--- config.mk ---
export PLATFORM = sky130hd
export DESIGN_NAME = seq_stream_ctrl
export DESIGN_NICKNAME = d
export VERILOG_FILES = /design/src/rtl/seq_stream_ctrl.sv
export SDC_FILE = /design/constraint.sdc
export NUM_CORES = 1
export LEC_CHECK = 0
export ABC_AREA = 1
export BUFFER_PORTS_ARGS = -buffer_cell sky130_fd_sc_hd__clkbuf_2
export CORE_ASPECT_RATIO = 1.75
export CORE_MARGIN = 4
export CORE_UTILIZATION = 52
export DETAILED_ROUTE_END_ITERATION = 10
export HOLD_SLACK_MARGIN = 0.06
export PLACE_DENSITY = 0.76
export SLEW_MARGIN = 25
export SYNTH_ARGS = -nofsm -noshare
export SYNTH_HDL_FRONTEND = slang
export SYNTH_SLANG_ARGS = --single-unit
--- constraint.sdc ---
create_clock -name Clk -period 1.9 [get_ports Clk]
set_clock_uncertainty 0.15 [all_clocks]
set_input_delay 0.285 -clock Clk [delete_from_list [all_inputs] [get_ports Clk]]
set_output_delay 0.285 -clock Clk [all_outputs]
set_load 0.005 [all_outputs]
--- src/rtl/seq_stream_ctrl.sv ---
// Arbitrates two requesters and serializes the granted word MSB-first into the
// four-in-a-row detector, then reports the z count. Define SEQ_CTRL_FIXED_PRI_EN for fixed priority.
module seq_stream_ctrl #(
  parameter int WIDTH = 8,
  parameter int CNT_W = 4
) (
  input  logic             Clk,
  input  logic             Reset,
  input  logic [1:0]       req,
  input  logic [WIDTH-1:0] data0,
  input  logic [WIDTH-1:0] data1,
  output logic [1:0]       gnt,
  output logic             det_w,
  output logic             det_clr,
  input  logic             det_z,
  output logic             done,
  output logic             done_id,
  output logic [CNT_W-1:0] match_cnt
);

  localparam int IDX_W = (WIDTH > 1) ? $clog2(WIDTH) : 1;

  typedef enum logic [2:0] {IDLE, CLEAR, SHIFT, DRAIN, REPORT} state_t;

  state_t           state;
  logic [WIDTH-1:0] sreg;
  logic [IDX_W-1:0] idx;
  logic [CNT_W-1:0] cnt;
  logic [CNT_W-1:0] cnt_inc;
  logic             sel;
  logic             pick;

`ifdef SEQ_CTRL_FIXED_PRI_EN
  always_comb begin
    pick = ~req[0];
  end
`else
  logic ptr;

  always_comb begin
    pick = (req == 2'b11) ? ptr : req[1];
  end
`endif

  // Saturating count of the current det_z sample.
  always_comb begin
    cnt_inc = cnt;
    if (det_z && (cnt != '1)) begin
      cnt_inc = cnt + 1'b1;
    end
  end

  always_ff @(posedge Clk or posedge Reset) begin
    if (Reset) begin
      state     <= IDLE;
      sreg      <= '0;
      idx       <= '0;
      cnt       <= '0;
      sel       <= 1'b0;
      gnt       <= '0;
      det_w     <= 1'b0;
      det_clr   <= 1'b0;
      done      <= 1'b0;
      done_id   <= 1'b0;
      match_cnt <= '0;
`ifndef SEQ_CTRL_FIXED_PRI_EN
      ptr       <= 1'b0;
`endif
    end else begin
      gnt     <= '0;
      det_w   <= 1'b0;
      det_clr <= 1'b0;
      done    <= 1'b0;
      case (state)
        IDLE: begin
          if (|req) begin
            sreg    <= pick ? data1 : data0;
            sel     <= pick;
            gnt     <= pick ? 2'b10 : 2'b01;
            det_clr <= 1'b1;
            state   <= CLEAR;
`ifndef SEQ_CTRL_FIXED_PRI_EN
            ptr     <= ~pick;
`endif
          end
        end
        CLEAR: begin
          // Outputs are registered, so the first serial bit is staged here.
          cnt   <= '0;
          idx   <= '0;
          det_w <= sreg[WIDTH-1];
          sreg  <= {sreg[WIDTH-2:0], 1'b0};
          state <= SHIFT;
        end
        SHIFT: begin
          if (idx != '0) begin
            cnt <= cnt_inc;
          end
          if (idx == IDX_W'(WIDTH - 1)) begin
            state <= DRAIN;
          end else begin
            det_w <= sreg[WIDTH-1];
            sreg  <= {sreg[WIDTH-2:0], 1'b0};
            idx   <= idx + 1'b1;
          end
        end
        DRAIN: begin
          // Last z sample folds straight into the reported count.
          done      <= 1'b1;
          done_id   <= sel;
          match_cnt <= cnt_inc;
          state     <= REPORT;
        end
        REPORT: begin
          state <= IDLE;
        end
        default: begin
          state <= IDLE;
        end
      endcase
    end
  end

endmodule

======== Word level (Yosys, flattened, before mapping) ========
Index checks and enable logic that the tools add are counted.
Widths: inputs -> output; s select.
word-level totals
  bits in registers ....................... 30
  bits of input ports ..................... 21
  output and inout bits ................... 10
  word-level logic and storage cells ...... 57
operators by class
  $add $sub $neg .......................... 2
  eq/ne operators ......................... 10
  multiplexer cells ....................... 21
  bitwise logic cells ..................... 1
  reduce and logical (&&, ||, !) cells .... 11
operator list
  cell                 number
  $mux 8               3
  $pmux 8 s3           1
  $pmux 3 s4           1
  $mux 3               3
  $mux 4               2
  $ne 2x2->1 const B   4
  $pmux 4 s2           1
  $reduce_and 2->1     4
  $eq 3x2->1 const B   2
  $mux 2               3
  $pmux 3 s2           1
  $reduce_bool 3->1    2
  $mux 1               5
  $add 4x1->4 const B  1
  $ne 4x4->1 const B   1
  $add 3x1->3 const B  1
  $eq 3x1->1 const B   1
  $eq 3x3->1 const B   1
  $logic_not 3->1      1
  $reduce_and 3->1     1
  $eq 2x2->1 const B   1
  $pmux 1 s2           1
  $reduce_bool 2->1    1
  $reduce_or 2->1      1
  2 further kinds      2

======== Logic depth before layout (Yosys ltp) ========
Gate-level depths: netlist (run 1).
  depth in word-level cells ............... 5
  mapped depth ............................ 10

======== Worst setup path before layout (run 1) ========
No wires, ideal clock.
  kind .................................... register to register
  start ................................... reg idx[0]
  end ..................................... reg idx[0]
  setup time .............................. 0.127 ns
  arrival ................................. 1.149 ns
  setup slack ............................. 0.474 ns
  stages on the path, launching flop included .. 9
  buffers on the path ..................... 0
  path through ............................ dfrtp_1 ha_1 ha_1 inv_1 nand2_1 nand2_1 inv_1 nand2_1 o21ai_0
on the way
  longest elaborated chain between the ends .. 3
  elaborated cells on any way between the ends .. 6
  those cells by class .................... add/sub: 1; eq/ne: 2; mux: 2; reduce/logical: 1
ends and longest elaborated chain
  element                                                line     text
  from (decl)                                            27       logic [IDX_W-1:0] idx;
  from (signal assigned)                                 104      idx <= idx + 1'b1;
  $add 3x1->3 / $eq 3x3->1 (equally long branches)       104, 99
  $mux 3 / $ne 2x2->1 (equally long branches)            -
  $pmux 3 s2 / $reduce_and 2->1 (equally long branches)  -
Several ways; a longest one is shown, not always the timed one. The select of a mux whose other input is x is not followed.
A chain may end at the register's enable or synchronous reset.

======== Worst setup path after layout (run 1) ========
Ends and elaborated chain as after synthesis.

==> flow_summary.json, run 1 <==
{
  "hold_path.class": "input pin to flip-flop",
  "cts_repair_resize_count": 0,
  "detail_route.wl_per_cell_microns": 12.0,
  "area.growth.synth_to_final_pct": 21.7,
  "postSynthAreaPerCell_sq_um": 7.89,
  "holdBufCountCts": 1,
  "cpPeakStageDelay_ns": 0.40,
  "nets": 256,
  "cts_made_buffers": 5,
  "critPathMaxFanout": 4,
  "worstSkewPairLatency_ns": 0.28,
  "syn_nets": 219,
  "post-route-cell-area_sq_um": 1860,
  "fmax_ghz": 0.629,
  "grt_max_degree": 31,
  "regToRegStartpoint": "idx[0]",
  "outcome": "finished clean",
  "drcViolationCount": 0,
  "r2r_end": "idx[0]",
  "cts_tree": "done",
  "synth.distinct_cells": 21,
  "crit_type": "flip-flop to flip-flop",
  "drv_slew": 0,
  "crit_path_end_kind": "flip-flop",
  "cts.sinks": 30,
  "arrival_ns": 1.59,
  "hold_path_end": "state[0]",
  "rr_worst_depth": 8,
  "setup_violations": 0,
  "synth_warnings": 0,
  "postPlaceCellArea_sq_um": 1710,
  "rsz0062_at_grt": "no",
  "fp.dieArea_sq_um": 3910,
  "hold_start": "req[0]",
  "hold_slack_ns": 0.214,
  "synth_top_cells_by_area": "dfrtp_1 49%, nand2_1 21%, inv_1 4.2%, nand3_1 3.9%, o21ai_0 3.6%",
  "grt_antenna_before_repair": 0,
  "hold_depth": 3,
  "num_rows": 25,
  "die_w_microns": 49.0,
  "port_buffers": 30,
  "period_minus_slack_ns": 1.59,
  "drt-total-wl_microns": 3110,
  "cap_viol_max_count": 0,
  "path_clk_slew_ns": 0.07,
  "yosysTopAreaCell": "dfrtp_1",
  "relSlewSlack_pct": 74.5,
  "cp_slowest_cell": "dfrtp_1",
  "drtAntennaViolNets": 0,
  "avgViaCountPerCell": 5.06,
  "initial_core_util_pct": 55.6,
  "drtIter0Drc": 32,
  "cts_htree_levels": 2,
  "startpoint_type": "flip-flop",
  "grt_pass1_wl_microns": 5680,
  "finalPower_mw": 3.10,
  "synth_top_area_share_pct": 49.0,
  "synth_cells": 194,
  "peakVddDrop_v": 0.000966,
  "io_pins": 31,
  "grt_pass1_vias": 1342,
  "cts_buffer_depth": 2,
  "ys_ff_latch": 30,
  "drt-pass1-iter-count": 4,
  "cp_cell_sequence": "ha_1 -> ha_1 -> inv_1 -> nand2_1 -> nand2_1 -> inv_1 -> nand2_1 -> o21ai_0",
  "drive_above_1_share_pct": 23.7,
  "netlist_area_sq_um": 1530,
  "final_common_cell": "nand2_1",
  "worst_slew_pin_slew_ns": 0.382,
  "yosysSeqAreaShare_pct": 49.0,
  "post-cts-setup-buffers": 0,
  "power_density_nw_per_um2": 1660,
  "place_ws_ns": 0.321,
  "hold_viol": 0,
  "die_h_microns": 79.8,
  "grt.total_usage_pct": 18.6,
  "gp_congestion": 0.741,
  "clk_root_buffer_cell": "clkbuf_8",
  "diodes": 0,
  "finalCritPeriodShare_pct": 83.7,
  "crit_top_cell": "nand2_1",
  "via_count": 1310,
  "tns_ns": 0,
  "power.leakage_nw": 1.08,
  "dp_hpwl_microns": 2340,
  "mostFrequentLayoutCells": "86 x nand2_1, 30 x dfrtp_1, 30 x clkbuf_2",
  "overflow": 0,
  "worstSetupStartpoint": "idx[0]",
  "layout_setup_ws_ns": 0.309,
  "core_sq_um": 2750,
  "reg2reg_slack_ns": 0.31,
  "required_ns": 1.90
}
[where the power goes]
part / internal (mW) / leakage (nW) / total [mW] / switching (mW)
Clock: 0.559 / 0.0714 / 0.793 / 0.234
Sequential: 0.917 / 0.387 / 1.10 / 0.180
Combinational: 0.437 / 0.620 / 1.21 / 0.769
[worst max path at each step]
stage / end / slack [ns] / cells after the start
2_1_floorplan: idx[0] / 0.47 / 8
3_3_place_gp: idx[0] / 0.38 / 8
3_5_place_dp: idx[0] / 0.32 / 8
4_1_cts: idx[0] / 0.31 / 8
5_1_grt: idx[0] / 0.19 / 8
6_report: idx[0] / 0.31 / 8
[synth_stat cells (all sizes together)]
cell / count
xor2: 1
nand3b: 1
a21boi: 1
nor2: 10
dfrtp: 30
o21ai: 13
buf: 2
nand2: 93
nand3: 15
ha: 4
a21oi: 2
o21bai: 3
inv: 19
[state kept, by name, summed over array words and instances, names as in the netlist, 2 cells and up]
register / count
idx: 3
cnt: 4
state: 3
sreg: 8
gnt: 2
match_cnt: 4
[layout make-up]
cell class                 count  area [sq um]
fill                         265           890
sequential                    30           751
multi-input combinational    143           692
timing repair buffer          32           168
clock buffer                   6          82.6
inverter                      19          76.3
clock inverter                 2          60.1
tap                           27          33.8
[through the flow]
| stage | std cells | utilization, % |
|---|---|---|
| global placement | 250 | 62.1 |
| CTS | 259 | 67.7 |
| floorplan | 194 | - |
| global route | 259 | 67.7 |
| detailed placement | 250 | 62.1 |
| finish | 259 | 67.7 |
[critical path, delay by kind of cell, from the launching register on]
kind / cells / cell delay, ns
AOI/OAI and AO/OA: 1 / 0.08
adders and majority gates: 2 / 0.43
buffers and inverters: 2 / 0.18
DFF: 1 / 0.40
and+or+nand+nor: 3 / 0.23
[cells by family (layout without fill, tap and decap cells)]
| family | after synthesis | in the layout | synth area share (%) |
|---|---|---|---|
| AND/OR/NAND/NOR | 119 | 119 | 34.2 |
| flip-flops | 30 | 30 | 49.0 |
| buffers and inverters | 21 | 59 | 5.80 |
| AO/OA/AOI/OAI | 19 | 19 | 7.11 |
| adder cells (fa/ha/maj) | 4 | 4 | 3.27 |
| XOR/XNOR | 1 | 1 | 0.572 |
[metal layers]
| layer | vias up | track usage (%) | wire length [microns] | share of wire, % |
|---|---|---|---|---|
| met5 | - | 0 | 0 | 0 |
| met4 | 0 | 6.47 | 36 | 1.2 |
| met3 | 5 | 4.49 | 128 | 4.1 |
| met2 | 29 | 35.3 | 1680 | 54 |
| met1 | 597 | 19.2 | 1260 | 41 |
| li1 | 679 | - | - | - |
Note: power is estimated with default switching activity, not from simulation.
==> inputs of run 2 (changes only) <==
Settings changed: CORE_UTILIZATION 52 to 48, PLACE_DENSITY 0.76 to 0.74.
Clock period 1.9 ns to 1.29 ns, I/O delays scaled along.
==> run 2 against run 1 <==
The flow now finishes with violations (negative setup slack). Total power grew 60%. First-iteration DRC count shrank 16%. Sequential power grew 47%. Flip-flop and latch count is the same. Routed wire length grew 15%. Global-route usage grew 0.79 points. Clock power shrank 2%. Worst setup slack lost 0.46 ns. Maximum frequency grew 10%. Worst hold slack lost 0.12 ns. Combinational power grew 110%. Die area grew 7.2%. Highest routed layer unchanged.
==> flow_summary.json, run 2 (same netlist as run 1, synthesis figures left out) <==
{
  "relSlewSlack_pct": 75.0,
  "layout_setup_ws_ns": -0.151,
  "p_int_mw": 2.91,
  "core_sq_um": 2990,
  "p_comb_share_pct": 51.4,
  "via_count": 1414,
  "fill_cells": 238,
  "drt-pass1-iter-count": 4,
  "stdcell_count": 297,
  "grt_pass1_wl_microns": 6040,
  "gp_congestion": 0.738,
  "outcome": "complete, but fails checks",
  "period_minus_slack_ns": 1.44,
  "final_common_cell": "nand2_1",
  "avgViaCountPerCell": 4.76,
  "area.growth.synth_to_final_pct": 44.4,
  "violations": "negative setup slack",
  "port_buffers": 30,
  "clk_root_buffer_cell": "clkbuf_8",
  "cts.sinks": 30,
  "mostFrequentLayoutCells": "77 x nand2_1, 30 x clkbuf_2, 27 x dfrtp_1",
  "place_ws_ns": -0.0944,
  "grt.total_usage_pct": 19.4,
  "die_h_microns": 82.7,
  "critPathMaxFanout": 4,
  "register_area_sq_um": 754,
  "largest_reg_flops": 8,
  "cts_htree_levels": 2,
  "place_inst": 287,
  "rsz0062_at_grt": "yes",
  "initial_core_util_pct": 51.2,
  "drt-total-wl_microns": 3570,
  "overflow": 0,
  "drtAntennaViolNets": 0,
  "p_sw_share_pct": 41.2,
  "startpoint_type": "flip-flop",
  "worst_slew_pin_slew_ns": 0.375,
  "arrival_ns": 1.50,
  "io_pins": 31,
  "drv_slew": 0,
  "power.share.clock_pct": 15.8,
  "power.leakage_nw": 1.19,
  "grt_max_degree": 31,
  "path_clk_slew_ns": 0.07,
  "worstSkewPairLatency_ns": 0.28,
  "finalCritPeriodShare_pct": 112,
  "die_w_microns": 50.7,
  "detail_route.wl_per_cell_microns": 12.0,
  "cts_tree": "done",
  "grt_pass1_vias": 1498,
  "top_register": "sreg",
  "nets": 279,
  "cts_buffer_depth": 2,
  "post-route-util_pct": 73.9,
  "crit_type": "flip-flop to flip-flop",
  "grt_antenna_before_repair": 0,
  "hold_viol": 0,
  "post-route-cell-area_sq_um": 2210,
  "cts_made_buffers": 5,
  "cap_viol_max_count": 0,
  "required_ns": 1.35,
  "drcViolationCount": 0,
  "seqPwrFrac_pct": 32.8,
  "diodes": 0,
  "tns_ns": -1.52,
  "multi_input_area_sq_um": 890,
  "num_rows": 26,
  "top_regs": "sreg (8), cnt (4), match_cnt (4)",
  "fmax_ghz": 0.694,
  "switchingPower_mw": 2.04,
  "setup_violations": 18,
  "crit_path_end_kind": "flip-flop",
  "peakVddDrop_v": 0.00143,
  "drtIter0Drc": 27,
  "postPlaceCellArea_sq_um": 1940,
  "fp.dieArea_sq_um": 4190,
  "dp_hpwl_microns": 2520,
  "hold_path.class": "input pin to flip-flop",
  "power_density_nw_per_um2": 2240,
  "drive_above_1_share_pct": 43.5
}
run 2: worst paths after layout:
check                      startpoint        to  slack (ns)  depth (start not counted)
max                            idx[1]    cnt[1]       -0.15                          7
max in group asynchronous       Reset  state[2]        0.33                          4
min reg2reg                   done_id   done_id        0.33                          2
min in group asynchronous       Reset       ptr        0.36                          4
max reg2reg                    idx[1]    cnt[1]       -0.15                          7
min                            req[0]   det_clr        0.09                          3
run 2: routing by layer:
metal  wire [microns]  global-route usage, %  vias up
met5                0                      0        -
met4              121                   11.1        0
met3              131                   4.13       11
met2             2050                   36.5       30
met1             1270                   19.3      648
li1                 -                      -      725
run 2: what timing repair did:
item                       4_1_cts  5_1_grt
buffers inserted                 0        1
hold buffers                     1        0
setup endpoints to repair       23       26
pin swaps                        9       18
gates resized for setup         18       29
hold endpoints to repair        30        0
run 2: area by class of cell:
type                            count  area share [%]
Clock buffer                        7            3.90
Multi-Input combinational cell    143            40.2
Inverter                           19            3.57
Tap cell                           42            2.38
Clock inverter                      1           0.226
Timing Repair Buffer               55            15.6
Sequential cell                    30            34.1
run 2: per-stage QoR:
step	power, mW	hold WS (ns)
finish	4.94	0.0944
global route	5.40	0.109
CTS	4.72	0.126
detailed placement	3.82	0.121
global placement	3.76	0.117
floorplan	2.98	0.134
run 2: worst max-delay path, stage by stage, from the launching register on:
cell      delay [ns]
dfrtp_1         0.38
buf_4           0.13
inv_1           0.08
ha_1            0.17
nand2_2         0.08
a21boi_4        0.20
nand2_1         0.09
o21ai_1         0.08
run 2: power by group through the flow:
stage                     Clock (mW)  Sequential, mW  Combinational, mW
after detailed placement           0            1.59               2.23
after CTS                      0.797            1.58               2.34
final                          0.779            1.62               2.54
after global routing           0.839            1.68               2.88
after floorplan                    0            1.60               1.37
after global placement             0            1.58               2.18
